[config.mk]
export PLATFORM = sky130hd
export DESIGN_NAME = fetcher
export DESIGN_NICKNAME = d
export VERILOG_FILES = /design/src/rtl/fetcher.sv
export SDC_FILE = /design/constraint.sdc
export NUM_CORES = 1
export LEC_CHECK = 0
export ABC_AREA = 1
export BUFFER_PORTS_ARGS = -buffer_cell sky130_fd_sc_hd__buf_2
export CAP_MARGIN = 5
export CELL_PAD_IN_SITES_DETAIL_PLACEMENT = 0
export CELL_PAD_IN_SITES_GLOBAL_PLACEMENT = 2
export CORE_ASPECT_RATIO = 1.1
export CORE_UTILIZATION = 31
export DETAILED_ROUTE_END_ITERATION = 8
export PLACE_DENSITY = 0.65
export SLEW_MARGIN = 20
export SYNTH_ARGS = -nofsm -noshare
export SYNTH_HDL_FRONTEND = slang
export SYNTH_SLANG_ARGS = --single-unit
[constraint.sdc]
create_clock -name clk -period 10.4 [get_ports clk]
set_input_delay 2.08 -clock clk [delete_from_list [all_inputs] [get_ports clk]]
set_output_delay 2.08 -clock clk [all_outputs]
set_load 0.01 [all_outputs]
[src/rtl/fetcher.sv]
// rtl/fetcher.sv - instruction fetcher with direct-mapped instruction cache
//
// Fetches one 32-bit instruction at a time from pc, using a direct-mapped
// cache of ICACHE_LINES one-word lines, and presents it to the decoder until
// the decoder accepts it. The next pc comes from the decoder (predict_pc) or
// from a misprediction flush (clear_pc).
//
// Ports:
//   clk, rst                 clock, synchronous active-high reset
//   rdy                      global enable; all state holds while low
//   rob_full/rs_full/lsb_full  downstream capacity flags (accept condition)
//   instr_issued, predict_pc decoder issued the instruction; next pc
//   clear, clear_pc          flush request and corrected pc
//   mem_done, mem_data       memory read completion and returned word
//   mem_req, mem_addr        memory read request and its address
//   instr_ready, instr_out, instr_addr_out  instruction presented to decoder

module fetcher #(
  parameter int ICACHE_LINES = 16
) (
  input  logic        clk,
  input  logic        rst,
  input  logic        rdy,
  input  logic        rob_full,
  input  logic        rs_full,
  input  logic        lsb_full,
  input  logic        instr_issued,
  input  logic [31:0] predict_pc,
  input  logic        clear,
  input  logic [31:0] clear_pc,
  input  logic        mem_done,
  input  logic [31:0] mem_data,
  output logic        mem_req,
  output logic [31:0] mem_addr,
  output logic        instr_ready,
  output logic [31:0] instr_out,
  output logic [31:0] instr_addr_out
);

  localparam int IDX_W = $clog2(ICACHE_LINES);
  localparam int TAG_W = 32 - IDX_W - 2;

  typedef enum logic [2:0] {
    FETCH,
    MISS,
    PRESENT,
    WAIT_PC,
    DISCARD
  } state_t;

  state_t                  state;
  logic [31:0]             pc;
  logic [31:0]             line_data [ICACHE_LINES];
  logic [TAG_W-1:0]        line_tag  [ICACHE_LINES];
  logic [ICACHE_LINES-1:0] line_valid;

  logic [IDX_W-1:0] pc_idx;
  logic [TAG_W-1:0] pc_tag;
  logic             hit;
  logic             accept;

  assign pc_idx = pc[IDX_W+1:2];
  assign pc_tag = pc[31:IDX_W+2];
  assign hit    = line_valid[pc_idx] && (line_tag[pc_idx] == pc_tag);
  // Must match the decoder's own issue condition so both sides agree on
  // which edge the instruction was taken.
  assign accept = !rob_full && !rs_full && !lsb_full;

  always_ff @(posedge clk) begin
    if (rst) begin
      state          <= FETCH;
      pc             <= 32'h0;
      line_valid     <= '0;
      instr_ready    <= 1'b0;
      mem_req        <= 1'b0;
      mem_addr       <= 32'h0;
      instr_out      <= 32'h0;
      instr_addr_out <= 32'h0;
    end else if (rdy) begin
      if (clear) begin
        pc          <= clear_pc;
        instr_ready <= 1'b0;
        mem_req     <= 1'b0;
        // A read still outstanding must be drained before a new one starts;
        // a read completing on this very edge is simply dropped.
        if ((state == MISS || state == DISCARD) && !mem_done)
          state <= DISCARD;
        else
          state <= FETCH;
      end else begin
        case (state)
          FETCH: begin
            if (hit) begin
              instr_out      <= line_data[pc_idx];
              instr_addr_out <= pc;
              instr_ready    <= 1'b1;
              state          <= PRESENT;
            end else begin
              mem_req  <= 1'b1;
              mem_addr <= pc;
              state    <= MISS;
            end
          end
          MISS: begin
            if (mem_done) begin
              line_data[pc_idx]  <= mem_data;
              line_tag[pc_idx]   <= pc_tag;
              line_valid[pc_idx] <= 1'b1;
              mem_req            <= 1'b0;
              instr_out          <= mem_data;
              instr_addr_out     <= pc;
              instr_ready        <= 1'b1;
              state              <= PRESENT;
            end
          end
          PRESENT: begin
            if (accept) begin
              instr_ready <= 1'b0;
              state       <= WAIT_PC;
            end
          end
          WAIT_PC: begin
            if (instr_issued) begin
              pc    <= predict_pc;
              state <= FETCH;
            end
          end
          DISCARD: begin
            if (mem_done)
              state <= FETCH;
          end
          default: state <= FETCH;
        endcase
      end
    end
  end

endmodule

==> load_flow_metrics.sql <==
INSERT INTO impl_metrics (metric_group, metric, value, unit) VALUES
('synthesis', 'cell_count_after_synthesis', '4034', ''),
('clock_network', 'numClockSinks', '1081', ''),
('synthesis', 'synth.net_count', '4139', ''),
('setup_path', 'critPathCaptureType', 'register', ''),
('final_layout', 'drive_gt1_share', '11.5', '%'),
('timing', 'setup_viol_count_final', '0', ''),
('synthesis', 'synth.ff_latch_count', '1081', ''),
('timing', 'timing_worst_slew_pin_value', '1090', 'ps'),
('drt', 'drt_wl_total', '136000', 'um'),
('clock_network', 'ctsHtreeMaxLevel', '3', ''),
('grt', 'vias_in_the_first_global_route', '29430', ''),
('timing', 'worst_clock_skew', '56.2', 'ps'),
('timing', 'timing.hold.ws', '459', 'ps'),
('placement', 'routabilityCongestion', '0.774', ''),
('job', 'maxCapViolCount', '0', ''),
('placement', 'pre_cts_slack', '4230', 'ps'),
('synthesis', 'synth_compound_gate_area_share', '8.62', '%'),
('drt', 'postRouteAntennaNets', '0', ''),
('placement', 'hpwlAfterDp', '73600', 'um'),
('clock_network', 'cts-buffers-inserted', '120', ''),
('setup_path', 'critical_path.max_fanout', '81', ''),
('synthesis', 'yosysWarnings', '0', ''),
('timing', 'peak_clock_frequency_supported_by_timing', '0.164', 'GHz'),
('pwr', 'pwr_density_cell', '191', 'nW/um^2'),
('floorplanning', 'die_w', '362', 'um'),
('floorplanning', 'die_height', '398', 'um'),
('final_layout', 'final_cell_utilization_of_the_core', '36.3', '%'),
('grt', 'initial_antenna_violation_count', '4', ''),
('clock_network', 'cts_resized', '0', ''),
('synthesis', 'synth-seq-area-share', '70.0', '%'),
('setup_path', 'worst-setup-path-type', 'reg2reg', ''),
('drt', 'routed-via-count', '29946', ''),
('final_layout', 'final_cell_count_no_fill', '6175', ''),
('timing', 'maxSlewViolCount', '0', ''),
('placement', 'port_buffers', '202', ''),
('timing', 'maxSlewHeadroom', '27.1', '%'),
('final_layout', 'finalInstanceArea', '51100', 'um^2'),
('grt', 'grt_max_degree', '213', ''),
('worst_hold_path', 'min-delay-path-class', 'reg2reg', ''),
('timing', 'fin_ws', '4300', 'ps'),
('grt', 'gr-usage-all-layers', '18.8', '%'),
('outcome', 'status', 'finished clean', ''),
('clock_network', 'cts_tree', 'done', ''),
('setup_path', 'crit_family', 'simple AND/OR/NAND/NOR gates', ''),
('timing', 'totalNegativeSetupSlack', '0', 'ps'),
('clock_network', 'post-cts-setup-buffer-count', '0', ''),
('placement', 'number_of_cells_in_the_design_after_placement', '5950', ''),
('timing', 'rsz_0062_raised_after_global_routing', 'false', ''),
('final_layout', 'areaGrowthSynthToFinish', '15.8', '%'),
('synthesis', 'yosysUniqueCellTypes', '31', ''),
('clock_network', 'clock_tree.root_cell', 'sky130_fd_sc_hd__clkbuf_16', ''),
('clock_network', 'clock_insertion_delay_at_the_later_pin_of_the_skew_report', '750', 'ps'),
('setup_path', 'crit_slowest_cell', 'sky130_fd_sc_hd__dfxtp_4', ''),
('setup_path', 'critical_path_buf_inv_count', '3', ''),
('grt', 'globalRoute.totalOverflow', '0', ''),
('synthesis', 'cell_area_after_synthesis', '44200', 'um^2'),
('setup_path', 'cp.arrival', '6700', 'ps'),
('synthesis', 'post_synthesis_area_per_instance', '10.9', 'um^2'),
('drt', 'drc_errors', '0', ''),
('setup_path', 'worst_setup_path_start_kind', 'register', ''),
('floorplanning', 'rows', '144', ''),
('setup_path', 'cpPeakStageDelay', '830', 'ps'),
('drt', 'avgViaCountPerCell', '4.85', ''),
('clock_network', 'hold_buffers', '0', ''),
('timing', 'final_hold_violations', '0', ''),
('setup_path', 'crit_path_frequent_cell', 'sky130_fd_sc_hd__nand2_1', ''),
('floorplanning', 'core_area', '141000', 'um^2'),
('pwr', 'total_design_power', '9.76', 'mW'),
('clock_network', 'clk_pin_slew_worst_paths', '70', 'ps'),
('synthesis', 'synth_top_family_by_area', 'simple AND/OR/NAND/NOR gates', ''),
('pwr', 'peakVddDrop', '0.132', 'mV');
sequential cells by signal, indices dropped and copies added, names as in the netlist, named ones only:
name / cells
pc: 32
instr_out: 32
instr_ready: 1
line_tag: 416
mem_req: 1
state: 3
line_data: 512
line_valid: 16
instr_addr_out: 32
mem_addr: 32
cell usage in the layout (no fill, tap or decap), types with 3 or more instances in the layout:
cell,instances
sky130_fd_sc_hd__edfxtp_1,928
sky130_fd_sc_hd__nand2_1,872
sky130_fd_sc_hd__nor2_1,470
sky130_fd_sc_hd__nand3_1,372
sky130_fd_sc_hd__o21ai_0,328
sky130_fd_sc_hd__inv_1,281
sky130_fd_sc_hd__buf_2,202
sky130_fd_sc_hd__dfxtp_1,149
sky130_fd_sc_hd__clkbuf_16,121
sky130_fd_sc_hd__o221ai_1,103
sky130_fd_sc_hd__a21oi_1,89
sky130_fd_sc_hd__buf_4,67
sky130_fd_sc_hd__a31oi_1,55
sky130_fd_sc_hd__o22ai_1,33
sky130_fd_sc_hd__clkbuf_1,29
sky130_fd_sc_hd__o211ai_1,25
sky130_fd_sc_hd__clkinv_2,21
sky130_fd_sc_hd__clkbuf_8,20
sky130_fd_sc_hd__nor2_4,17
sky130_fd_sc_hd__clkinv_1,14
sky130_fd_sc_hd__o21ai_1,13
sky130_fd_sc_hd__bufinv_16,10
sky130_fd_sc_hd__mux2i_1,7
sky130_fd_sc_hd__or2_2,5
sky130_fd_sc_hd__nor3_1,5
sky130_fd_sc_hd__inv_2,4
sky130_fd_sc_hd__inv_4,4
sky130_fd_sc_hd__dfxtp_4,4
sky130_fd_sc_hd__nand4_1,3
power by group:
group | internal [mW] | switching (mW)
sequential | 4.73 | 0.0342
clock | 2.53 | 1.78
combinational | 0.180 | 0.510
total | 7.44 | 2.33
path summary, 6_finish.rpt:
path | start | to | slack, ps | cells after the start
worst max-delay path | register | instr_addr_out[31] | 4300 | 20
worst min-delay path | line_valid[10] | line_valid[10] | 460 | 2
worst max register to register | register | instr_addr_out[31] | 4300 | 20
worst min register to register | line_valid[10] | line_valid[10] | 460 | 2
cells in the mapped netlist:
master | n | area [um^2]
sky130_fd_sc_hd__nand2_1 | 872 | 3270
sky130_fd_sc_hd__o21a_1 | 1 | 7.51
sky130_fd_sc_hd__nor4_1 | 1 | 6.26
sky130_fd_sc_hd__o21ai_1 | 13 | 65.1
sky130_fd_sc_hd__buf_6 | 6 | 67.6
sky130_fd_sc_hd__a31oi_1 | 55 | 344
sky130_fd_sc_hd__a21oi_2 | 1 | 8.76
sky130_fd_sc_hd__or2_0 | 1 | 6.26
sky130_fd_sc_hd__edfxtp_1 | 928 | 27900
sky130_fd_sc_hd__nand2_4 | 1 | 11.3
sky130_fd_sc_hd__inv_2 | 3 | 11.3
sky130_fd_sc_hd__or2_1 | 2 | 12.5
sky130_fd_sc_hd__buf_1 | 17 | 63.8
sky130_fd_sc_hd__nand3b_1 | 2 | 15.0
sky130_fd_sc_hd__o211ai_1 | 25 | 188
sky130_fd_sc_hd__nand4_1 | 3 | 18.8
sky130_fd_sc_hd__nand3_1 | 373 | 1870
sky130_fd_sc_hd__o22ai_1 | 33 | 206
sky130_fd_sc_hd__o221ai_1 | 103 | 902
sky130_fd_sc_hd__a21oi_1 | 89 | 445
sky130_fd_sc_hd__inv_1 | 285 | 1070
sky130_fd_sc_hd__buf_4 | 22 | 165
sky130_fd_sc_hd__nor3_1 | 6 | 30.0
sky130_fd_sc_hd__or2_2 | 5 | 31.3
sky130_fd_sc_hd__clkbuf_1 | 139 | 522
sky130_fd_sc_hd__mux2i_1 | 7 | 70.1
sky130_fd_sc_hd__buf_2 | 70 | 350
sky130_fd_sc_hd__clkinv_1 | 3 | 11.3
sky130_fd_sc_hd__nor2_1 | 487 | 1830
sky130_fd_sc_hd__o21ai_0 | 328 | 1640
sky130_fd_sc_hd__dfxtp_1 | 153 | 3060
per-layer routing:
metal	vias to the layer above	wire [um]	global-route usage (%)
met5	-	13	0
met4	2	2880	4.65
met3	173	4750	2.68
met2	534	66900	31.9
met1	14925	61600	25.1
li1	14312	-	-
worst reg2reg max path, stage by stage (launching register included):
cell and delay [ps]:
sky130_fd_sc_hd__dfxtp_4 830, sky130_fd_sc_hd__buf_4 860, sky130_fd_sc_hd__buf_4 890, sky130_fd_sc_hd__nor2_1 150
sky130_fd_sc_hd__nor2_1 110, sky130_fd_sc_hd__o21ai_1 80, sky130_fd_sc_hd__nand3_1 100, sky130_fd_sc_hd__nand3_1 150
sky130_fd_sc_hd__nand2_1 110, sky130_fd_sc_hd__nand2_1 50, sky130_fd_sc_hd__nand2_1 250, sky130_fd_sc_hd__nand2_1 80
sky130_fd_sc_hd__nor2_1 260, sky130_fd_sc_hd__nand3_1 120, sky130_fd_sc_hd__nor2_1 440, sky130_fd_sc_hd__nand2_1 200
sky130_fd_sc_hd__nand2_4 160, sky130_fd_sc_hd__buf_4 710, sky130_fd_sc_hd__nand3_1 260, sky130_fd_sc_hd__nand2_1 110
sky130_fd_sc_hd__nor2_1 50
final cells by class:
type / instances / area, um^2
multi-input cells: 2408 / 11100
diodes: 1 / 2.50
repair buffers: 272 / 1570
clock buffers: 170 / 3410
inverters: 291 / 1110
well taps: 1898 / 2370
flip-flops and latches: 1081 / 30900
fillers: 14022 / 89600
clock inverters: 54 / 609
cell families (layout without fill, tap and decap cells):
group,count (synthesis),in the layout
compound gates,648,648
other cells,0,1
buf+inv,545,787
flops,1081,1081
mux,7,7
simple gates,1753,1753
(Power assumes the default switching activity.)
